### src/rtl/aes_block_loader.sv
// aes_block_loader
//   Upstream feeder for the AES core. It collects a valid/ready byte stream into the
//   128-bit key and data operands, raises read_enable, and holds the operands stable
//   until the core reports done. A frame is 16 key bytes followed by 16 data bytes.
//   A frame can skip the key bytes (data only) when a key is already loaded. If done
//   does not arrive in time, the operation is aborted.
//
// Ports
//   clk, rst     clock; synchronous active-high reset
//   in_byte      stream byte, accepted when in_valid && in_ready
//   in_valid     in_byte is valid
//   in_ready     loader accepts a byte this cycle (low while busy)
//   hold_key     sampled on the first byte of a frame: 1 = data-only frame
//   done         completion strobe from the AES core
//   data, key    operands; byte i sits in bits [8i+7:8i]
//   read_enable  operands valid, start/hold the AES operation
//   busy         waiting for the AES core
//   timeout_err  one-cycle pulse when an operation is aborted on timeout
//   block_cnt    number of blocks completed with done (wraps)

module aes_block_loader #(
    parameter int unsigned TIMEOUT = 64,
    parameter int unsigned CNT_W   = 16
) (
    input  logic             clk,
    input  logic             rst,
    input  logic [7:0]       in_byte,
    input  logic             in_valid,
    output logic             in_ready,
    input  logic             hold_key,
    input  logic             done,
    output logic [127:0]     data,
    output logic [127:0]     key,
    output logic             read_enable,
    output logic             busy,
    output logic             timeout_err,
    output logic [CNT_W-1:0] block_cnt
);

    localparam int unsigned TimerW = (TIMEOUT > 1) ? $clog2(TIMEOUT) : 1;
    // With TIMEOUT == 0 this value is unused; the timer is then free-running.
    localparam logic [TimerW-1:0] TimerLast = TimerW'((TIMEOUT == 0) ? 0 : TIMEOUT - 1);

    typedef enum logic [1:0] {StIdle, StLoadKey, StLoadData, StBusy} state_e;

    state_e             state_q, state_d;
    logic [3:0]         idx_q, idx_d;
    logic [127:0]       key_q, key_d;
    logic [127:0]       data_q, data_d;
    logic               key_valid_q, key_valid_d;
    logic [TimerW-1:0]  timer_q, timer_d;
    logic               read_enable_q, read_enable_d;
    logic               busy_q, busy_d;
    logic               timeout_err_q, timeout_err_d;
    logic [CNT_W-1:0]   block_cnt_q, block_cnt_d;

    logic               xfer;
    logic [6:0]         byte_sel;

    assign in_ready    = (state_q != StBusy);
    assign xfer        = in_valid && in_ready;
    assign byte_sel    = {idx_q, 3'b000};

    assign data        = data_q;
    assign key         = key_q;
    assign read_enable = read_enable_q;
    assign busy        = busy_q;
    assign timeout_err = timeout_err_q;
    assign block_cnt   = block_cnt_q;

    always_comb begin
        state_d       = state_q;
        idx_d         = idx_q;
        key_d         = key_q;
        data_d        = data_q;
        key_valid_d   = key_valid_q;
        timer_d       = timer_q;
        read_enable_d = read_enable_q;
        busy_d        = busy_q;
        timeout_err_d = 1'b0;
        block_cnt_d   = block_cnt_q;

        case (state_q)
            StIdle: begin
                if (xfer) begin
                    idx_d = 4'd1;
                    // Key reuse only if a key has actually been loaded since reset.
                    if (hold_key && key_valid_q) begin
                        data_d[7:0] = in_byte;
                        state_d     = StLoadData;
                    end else begin
                        key_d[7:0]  = in_byte;
                        state_d     = StLoadKey;
                    end
                end
            end
            StLoadKey: begin
                if (xfer) begin
                    key_d[byte_sel +: 8] = in_byte;
                    if (idx_q == 4'd15) begin
                        idx_d       = 4'd0;
                        key_valid_d = 1'b1;
                        state_d     = StLoadData;
                    end else begin
                        idx_d = idx_q + 4'd1;
                    end
                end
            end
            StLoadData: begin
                if (xfer) begin
                    data_d[byte_sel +: 8] = in_byte;
                    if (idx_q == 4'd15) begin
                        idx_d         = 4'd0;
                        timer_d       = '0;
                        read_enable_d = 1'b1;
                        busy_d        = 1'b1;
                        state_d       = StBusy;
                    end else begin
                        idx_d = idx_q + 4'd1;
                    end
                end
            end
            StBusy: begin
                // done takes priority over a timeout in the same cycle.
                if (done) begin
                    read_enable_d = 1'b0;
                    busy_d        = 1'b0;
                    block_cnt_d   = block_cnt_q + CNT_W'(1);
                    state_d       = StIdle;
                end else if ((TIMEOUT != 0) && (timer_q == TimerLast)) begin
                    read_enable_d = 1'b0;
                    busy_d        = 1'b0;
                    timeout_err_d = 1'b1;
                    state_d       = StIdle;
                end else begin
                    timer_d = timer_q + TimerW'(1);
                end
            end
            default: state_d = StIdle;
        endcase
    end

    always_ff @(posedge clk) begin
        if (rst) begin
            state_q       <= StIdle;
            idx_q         <= '0;
            key_q         <= '0;
            data_q        <= '0;
            key_valid_q   <= 1'b0;
            timer_q       <= '0;
            read_enable_q <= 1'b0;
            busy_q        <= 1'b0;
            timeout_err_q <= 1'b0;
            block_cnt_q   <= '0;
        end else begin
            state_q       <= state_d;
            idx_q         <= idx_d;
            key_q         <= key_d;
            data_q        <= data_d;
            key_valid_q   <= key_valid_d;
            timer_q       <= timer_d;
            read_enable_q <= read_enable_d;
            busy_q        <= busy_d;
            timeout_err_q <= timeout_err_d;
            block_cnt_q   <= block_cnt_d;
        end
    end

endmodule

### config.mk
export PLATFORM = sky130hd
export DESIGN_NAME = aes_block_loader
export DESIGN_NICKNAME = d
export VERILOG_FILES = /design/src/rtl/aes_block_loader.sv
export SDC_FILE = /design/constraint.sdc
export NUM_CORES = 1
export LEC_CHECK = 0
export CAP_MARGIN = 20
export CORE_MARGIN = 5
export CORE_UTILIZATION = 49
export CTS_CLUSTER_DIAMETER = 120
export DETAILED_ROUTE_END_ITERATION = 8
export MAX_ROUTING_LAYER = met4
export PLACE_DENSITY = 0.78
export SYNTH_ARGS = -nofsm -noshare
export SYNTH_HDL_FRONTEND = slang
export SYNTH_SLANG_ARGS = --single-unit
### constraint.sdc
create_clock -name clk -period 2.7 [get_ports clk]
set_input_delay 0.405 -clock clk [delete_from_list [all_inputs] [get_ports clk]]
set_output_delay 0.405 -clock clk [all_outputs]
set_load 0.05 [all_outputs]
# After elaboration in Yosys (flattened, before gate mapping)
# Index checks and enable logic that the tools add are counted.
word_totals:
  register_bits: 287
op_classes:
  addsub: 4
  n_eq_ne: 17
  n_shift: 2
  mux: 34
  n_bitwise: 1
  n_reduce_logical: 19
ops:
  columns: ["operator", "count"]
  rows:
  - ["128-bit bitwise mux", 2]
  - ["8-bit by 9-bit variable shift with 128-bit output, first input constant", 1]
  - ["8-bit by 9-bit variable part select with 128-bit output", 1]
  - ["8-bit 2-to-1 mux", 6]
  - ["8-bit case mux with 2 select lines", 2]
  - ["6-bit 2-to-1 mux", 4]
  - ["2-bit inequality test, second input constant", 10]
  - ["16-bit by 1-bit adder with 16-bit output, second input constant", 1]
  - ["2-bit 2-to-1 mux", 8]
  - ["4-bit 2-to-1 mux", 3]
  - ["6-bit case mux with 2 select lines", 1]
  - ["4-bit AND reduction", 3]
  - ["7-bit negation with 9-bit output", 1]
  - ["2-bit case mux with 4 select lines", 1]
  - ["4-bit case mux with 2 select lines", 1]
  - ["2-bit nonzero test", 4]
  - ["6-bit by 1-bit adder with 6-bit output, second input constant", 1]
  - ["6-bit equality test, second input constant", 1]
  - ["2-bit AND reduction", 3]
  - ["3-bit AND reduction", 2]
  - ["6-bit AND reduction", 1]
  - ["1-bit 2-to-1 mux", 5]
  - ["5-bit AND reduction", 1]
  - ["4-bit by 1-bit adder with 4-bit output, second input constant", 1]
  - ["11 further kinds", 13]

# Logic depth before layout (Yosys ltp)
# Gate-level depths: netlist of the first run.
logic_depth:
  depth_word: 5
  depth_mapped: 10

# Worst setup path before layout of the first run
# No wires, ideal clock.
synth_timing:
  path_type: "flip-flop to flip-flop"
  from: "reg idx_q[0]"
  to: "reg data_q[0], in the netlist data[0]"
  arrival_time_ps: 2053
  required_time_ps: 2572
  path_slack_ps: 519
  stages_incl_launch_ff: 9
  path_buffers: 1
  synth_period_minus_slack_ps: 2181
  path_cell_list: "dfxtp_1 inv_1 ha_1 nor2_1 nand3_1 a221o_1 clkbuf_1 mux2i_1 nor2_1"
synth_via:
  elab_chain_cells: 5
  elab_cells_between_ends: 6
synth_rtl:
  columns: ["item", "line", "source"]
  rows:
  - ["start, declared", "47", "logic [3:0] idx_q, idx_d;"]
  - ["start signal, assigned", "157", "idx_q <= idx_d;"]
  - ["7-bit negation with 9-bit output *", "111", "data_d[byte_sel +: 8] = in_byte;"]
  - ["8-bit by 9-bit variable part select with 128-bit output or 8-bit by 9-bit variable shift with 128-bit output (tied branches)", "111", null]
  - ["128-bit bitwise mux *", "111", null]
  - ["8-bit 2-to-1 mux *", "110", "if (xfer) begin"]
  - ["8-bit case mux with 2 select lines *", "83", "case (state_q)"]
  - ["end signal, assigned", "159", "data_q <= data_d;"]
  - ["end, declared", "49", "logic [127:0] data_q, data_d;"]
# Every way passes the cells marked *; elsewhere a longest branch is shown, timed or not. The select of a mux whose other input is x is not followed.
# A chain may end at the register's enable or synchronous reset.

# Final worst setup path of the first run
layout_timing:
  from: "reg idx_q[0]"
  to: "reg data_q[96], in the netlist data[96]"
layout_via:
  elab_chain_cells: 3
  elab_cells_between_ends: 4
layout_rtl:
  columns: ["item", "line"]
  rows:
  - ["7-bit negation with 9-bit output *", "111"]
  - ["8-bit by 9-bit variable part select with 128-bit output or 8-bit by 9-bit variable shift with 128-bit output (tied branches)", "111"]
  - ["128-bit bitwise mux *", "111"]
# Every way passes the cells marked *; elsewhere a longest branch is shown, timed or not.

==> flow_summary.toml, run 1 <==
[setup_path]
crit_path_start_kind = "register"
required_ns = 3.17
path_class = "register to register"
worst_setup_path_end_kind = "register"
worst-endpoint-arrival_ns = 2.93
cp_max_fo = 11

[timing]
min_period_over_period = 0.913
rsz0062_at_grt = "no"
period_needed_ns = 2.47
clock_skew_ns = 0.0123
hold_ws_ns = 0.372
max_slew_margin = 0.527
hold_viol = 0
worstMarginPinSlew_ns = 0.710
setup_viol = 0
fmax_mhz = 406
slew_violations = 0
setup_tns_ns = 0

[logic_synthesis]
yosys_register_bits = 287
synth-async-reset-ratio = 0
synth_edf_count = 0
syn_area_mm2 = 0.0114
syn_inst = 1133
ys_seq_area_frac = 0.502
synth_warnings = 0
syn-num-nets = 1156
yosysUniqueCellTypes = 52
synth.avg_cell_area_um2 = 10.1
synth_ff_type = "dfxtp_1"

[power_and_ir_drop]
vdd.ir_drop.worst_mv = 0.511
power_frac_seq = 0.457
power.internal_mw = 7.00
net-switching-power_mw = 2.54
pwr-share-clk = 0.404
combPwrFrac = 0.138
p_per_area_mw_per_mm2 = 614
p_sw_frac = 0.266
p_leak_nw = 6.42

[detailed_routing]
vias = 8907
dr.pass1.iters = 5
dr.first_iter.drc_count = 570
routedWlPerCell_um = 18.7
routed_via_density = 5.11
drc = 0
drt_wl_total_mm = 32.5
ant_nets = 0

[clock_network]
clock_path_buffers = 3
clk_pin_slew_ns = 0.06
clock-sinks = 287
clk_latency_ns = 0.55
hold_buffers = 0
tritoncts = "done"
cts_made_buffers = 29
root_buffer = "clkbuf_16"
htree_num_levels = 1

[die]
dieArea_mm2 = 0.0265
die_w_um = 163
num_rows = 56
io-pin-count = 289
fp.dieH_um = 163
core_mm2 = 0.0233
initial_utilization = 0.492

[run_status]
status = "completed"

[grt]
antenna_found_initial = 1
grt_pass1_vias = 8731
grt.total_usage = 0.243
grt_pass1_wl_mm = 50.1
grt_max_degree = 128
grt_overflow = 0

[place]
dp_hpwl_mm = 22.6
io_buffers = 288
place_congestion = 0.875
dpl_cell_area_mm2 = 0.0146

[final_layout]
postLayoutCellArea_mm2 = 0.0155
final_nets = 1427
syn_to_final_growth_pct = 35.7
final_common_cell = "dfxtp_1"
layout-drive-gt1-share = 0.0618
layout_common_cells = "dfxtp_1 (287), clkdlybuf4s50_1 (286), mux2i_1 (225)"

[hold_path]
hold_class = "primary input to register"

[job]
maxCapViolCount = 0
==> critical path, cell delays in order (launching register included) <==
cell       delay, ns
dfxtp_1         0.32
inv_1           0.10
ha_1            0.36
and2_1          0.24
a21oi_1         0.30
a2bb2oi_2       0.34
nand2b_1        0.47
mux2i_1         0.25
==> synth_stat cells (all sizes together) (10+ instances only) <==
| cell | number | area share |
|---|---|---|
| a21oi | 10 | 0.0047 |
| buf | 20 | 0.0099 |
| clkbuf | 52 | 0.017 |
| dfxtp | 287 | 0.50 |
| ha | 10 | 0.011 |
| inv | 10 | 0.0033 |
| mux2i | 225 | 0.20 |
| nand2 | 65 | 0.023 |
| nand2b | 159 | 0.087 |
| nand3 | 21 | 0.0096 |
| nand3b | 34 | 0.022 |
| nor2 | 118 | 0.040 |
| o21ai | 40 | 0.017 |
| xor2 | 11 | 0.0084 |
==> routing by layer <==
metal / vias up / share of wire / global-route usage
met1: 4225 / 0.44 / 0.315
met3: 58 / 0.068 / 0.0575
met4: 0 / 0.029 / 0.0675
met5: - / 0 / -
li1: 4344 / - / -
met2: 280 / 0.46 / 0.384
==> power by group through the flow <==
| stage | clock network (mW) | registers [mW] | logic, mW |
|---|---|---|---|
| 6_report | 3.85 | 4.36 | 1.32 |
| 5_1_grt | 4.13 | 4.36 | 1.42 |
| 4_1_cts | 3.93 | 4.36 | 1.32 |
| 3_5_place_dp | 0 | 4.45 | 1.31 |
| 3_3_place_gp | 0 | 4.45 | 1.29 |
| 2_1_floorplan | 0 | 4.64 | 0.724 |
==> registers in the layout, indices dropped and copies added (netlist names) <==
register / flops
data: 128
key: 128
block_cnt: 16
timer_q: 6
idx_q: 4
state_q: 2
busy: 1
key_valid_q: 1
timeout_err: 1
==> final timing paths <==
path / startpoint / end / slack [ns] / cells past startpoint
setup / recovery: idx_q[0] / data[96] / 0.23 / 7
hold / removal: rst / key[68] / 0.37 / 2
setup reg to reg: idx_q[0] / data[96] / 0.23 / 7
hold reg to reg: data[88] / data[88] / 0.47 / 2
==> per-stage QoR <==
stage / std cells / util / setup slack [ns] / total power, mW
after global placement: 1692 / 0.628 / 0.382 / 5.74
final: 1743 / 0.667 / 0.235 / 9.53
after floorplan: 1133 / - / 0.519 / 5.36
after detailed placement: 1692 / 0.628 / 0.247 / 5.76
after CTS: 1742 / 0.667 / 0.0774 / 9.61
after global routing: 1743 / 0.667 / 0.0638 / 9.91
==> cell families after synthesis <==
kind of cell / share of synthesized area
compound gates: 0.0361
xor+xnor: 0.0145
fa+ha+maj: 0.0109
buf+inv: 0.0303
flops: 0.502
mux: 0.198
simple gates: 0.208
==> area by class of cell <==
| class | count | area (um2) |
|---|---|---|
| clock buffers | 41 | 831 |
| multi-input cells | 764 | 5350 |
| clock inverters | 9 | 80.1 |
| fillers | 1851 | 7730 |
| repair buffers | 312 | 3080 |
| well taps | 319 | 399 |
| diodes | 1 | 2.50 |
| flip-flops and latches | 287 | 5750 |
| inverters | 10 | 37.5 |
==> repair_timing <==
action / 4_1_cts / 5_1_grt
resized for setup: 0 / 1
buffers inserted: 0 / 0
setup endpoints to repair: 0 / 1
No activity file was read; power rests on OpenSTA's default activity.
==> run 2: changes to the inputs <==
--- a/config.mk
+++ b/config.mk
@@ -5,13 +5,12 @@
 export SDC_FILE = /design/constraint.sdc
 export NUM_CORES = 1
 export LEC_CHECK = 0
-export CAP_MARGIN = 20
 export CORE_MARGIN = 5
-export CORE_UTILIZATION = 49
+export CORE_UTILIZATION = 45
 export CTS_CLUSTER_DIAMETER = 120
 export DETAILED_ROUTE_END_ITERATION = 8
 export MAX_ROUTING_LAYER = met4
-export PLACE_DENSITY = 0.78
+export PLACE_DENSITY = 0.72
 export SYNTH_ARGS = -nofsm -noshare
 export SYNTH_HDL_FRONTEND = slang
 export SYNTH_SLANG_ARGS = --single-unit
==> run 2 against run 1 <==
  * Sequential share of layout area fell by 0.61 points
  * Final cell count rose by 1.1%
  * Setup slack got worse by 0.13 ns
  * Clock power rose by 19%
  * Sequential power barely moved
  * Die area rose by 8.3%
  * Register-to-register slack improved by 0.02 ns
  * Non-clock buffer count rose by 4
  * Critical path depth fell by 4
  * Clock-buffer cell count rose by 2
  * Power rose by 7.8%
==> flow_summary.toml, run 2 (synthesized netlist as in run 1, its figures left out) <==
[hold_path]
hold_start = "rst"
hold_class = "primary input to register"

[power_and_ir_drop]
vdd.ir_drop.worst_mv = 0.485
p_per_area_mw_per_mm2 = 651
p_leak_nw = 6.55

[clock_network]
clk_pin_slew_ns = 0.06
hold_buffers = 0
clk_latency_ns = 0.55
clock_path_buffers = 3
cts_made_buffers = 30
htree_num_levels = 1
post_cts_resized = 0
postCtsSetupRepairBufs = 0
clock-sinks = 287
root_buffer = "clkbuf_16"
tritoncts = "done"

[timing]
layout_setup_ws_ns = 0.105
setup_viol = 0
period_needed_ns = 2.60
rsz0062_at_grt = "no"
worstMarginPinSlew_ns = 0.645
setup_tns_ns = 0
slew_violations = 0
hold_ws_ns = 0.251
max_slew_margin = 0.569
clock_skew_ns = 0.0197
min_period_over_period = 0.961
hold_viol = 0
fmax_mhz = 385

[detailed_routing]
drt_wl_total_mm = 33.3
routedWlPerCell_um = 18.9
dr.pass1.iters = 5
drc = 0
ant_nets = 0
routed_via_density = 5.10
dr.first_iter.drc_count = 567
vias = 8985

[setup_path]
cp_max_fo = 11
required_ns = 2.30
worst-endpoint-arrival_ns = 2.19
r2r-start = "idx_q[0]"
critPathLaunch = "state_q[0]"
crit_path_start_kind = "register"
cpMaxStageDelayCell = "clkdlybuf4s50_1"
critical_path.cell_chain = "ha_1 -> inv_1 -> clkdlybuf4s50_1"
path_class = "register to output port"
worst_setup_path_end_kind = "output port"
cp_slowest_stage_delay_ns = 0.86

[place]
dp_cells = 1707
dp_hpwl_mm = 23.4
io_buffers = 288
pre_cts_ws_ns = 0.264
place_congestion = 0.830

[final_layout]
layout_common_cells = "dfxtp_1 (287), clkdlybuf4s50_1 (287), mux2i_1 (225)"
antenna_cells = 0
syn_to_final_growth_pct = 37.9
final_nets = 1432
final_cells = 1762
layout-drive-gt1-share = 0.0705

[die]
dieArea_mm2 = 0.0287
die_w_um = 169
core_mm2 = 0.0251
initial_utilization = 0.456
io-pin-count = 289
num_rows = 58
fp.dieH_um = 169

[grt]
grt_pass1_wl_mm = 51.4
grt_overflow = 0
grt_max_degree = 133
antenna_found_initial = 0
grt.total_usage = 0.229
grt_pass1_vias = 8942

[job]
maxCapViolCount = 0

[run_status]
status = "completed"
run 2: per-layer routing:
metal | GRT usage | wire length (um) | vias to the layer above
li1 | - | - | 4348
met1 | 0.287 | 14300 | 4280
met2 | 0.369 | 15500 | 303
met3 | 0.0580 | 2520 | 54
met4 | 0.0616 | 885 | 0
met5 | - | 0 | -
run 2: area by class of cell:
cell class	instances	area, um2
clock buffers	43	921
clock inverters	12	210
fillers	2085	9320
inverters	10	37.5
multi-input cells	764	5350
flip-flops and latches	287	5750
well taps	330	413
repair buffers	316	3110
run 2: worst paths after layout:
path / slack (ns) / depth (start not counted) / endpoint
worst min register to register: 0.47 / 2 / key[94]
worst max register to register: 0.25 / 7 / key[17]
worst min-delay path: 0.25 / 2 / key[68]
worst max-delay path: 0.10 / 3 / in_ready
run 2: metrics by stage:
step	instance area (um2)	power, mW	utilization
2_1_floorplan	11400	5.36	-
6_report	15800	10.3	0.629
4_1_cts	15800	10.3	0.629
3_5_place_dp	14700	5.77	0.584
3_3_place_gp	14700	5.75	0.584
5_1_grt	15800	10.6	0.629
run 2: worst max-delay path, delay by kind of cell (launching register included):
family,cells,cell delay [ns]
adders and majority gates,1,0.33
buffers and inverters,2,1.01
DFF,1,0.33
run 2: power by group:
| part | internal, mW | switching (mW) | total, mW |
|---|---|---|---|
| sequential | 4.31 | 0.0477 | 4.36 |
| combinational | 0.469 | 0.858 | 1.33 |
| clock | 2.92 | 1.67 | 4.59 |
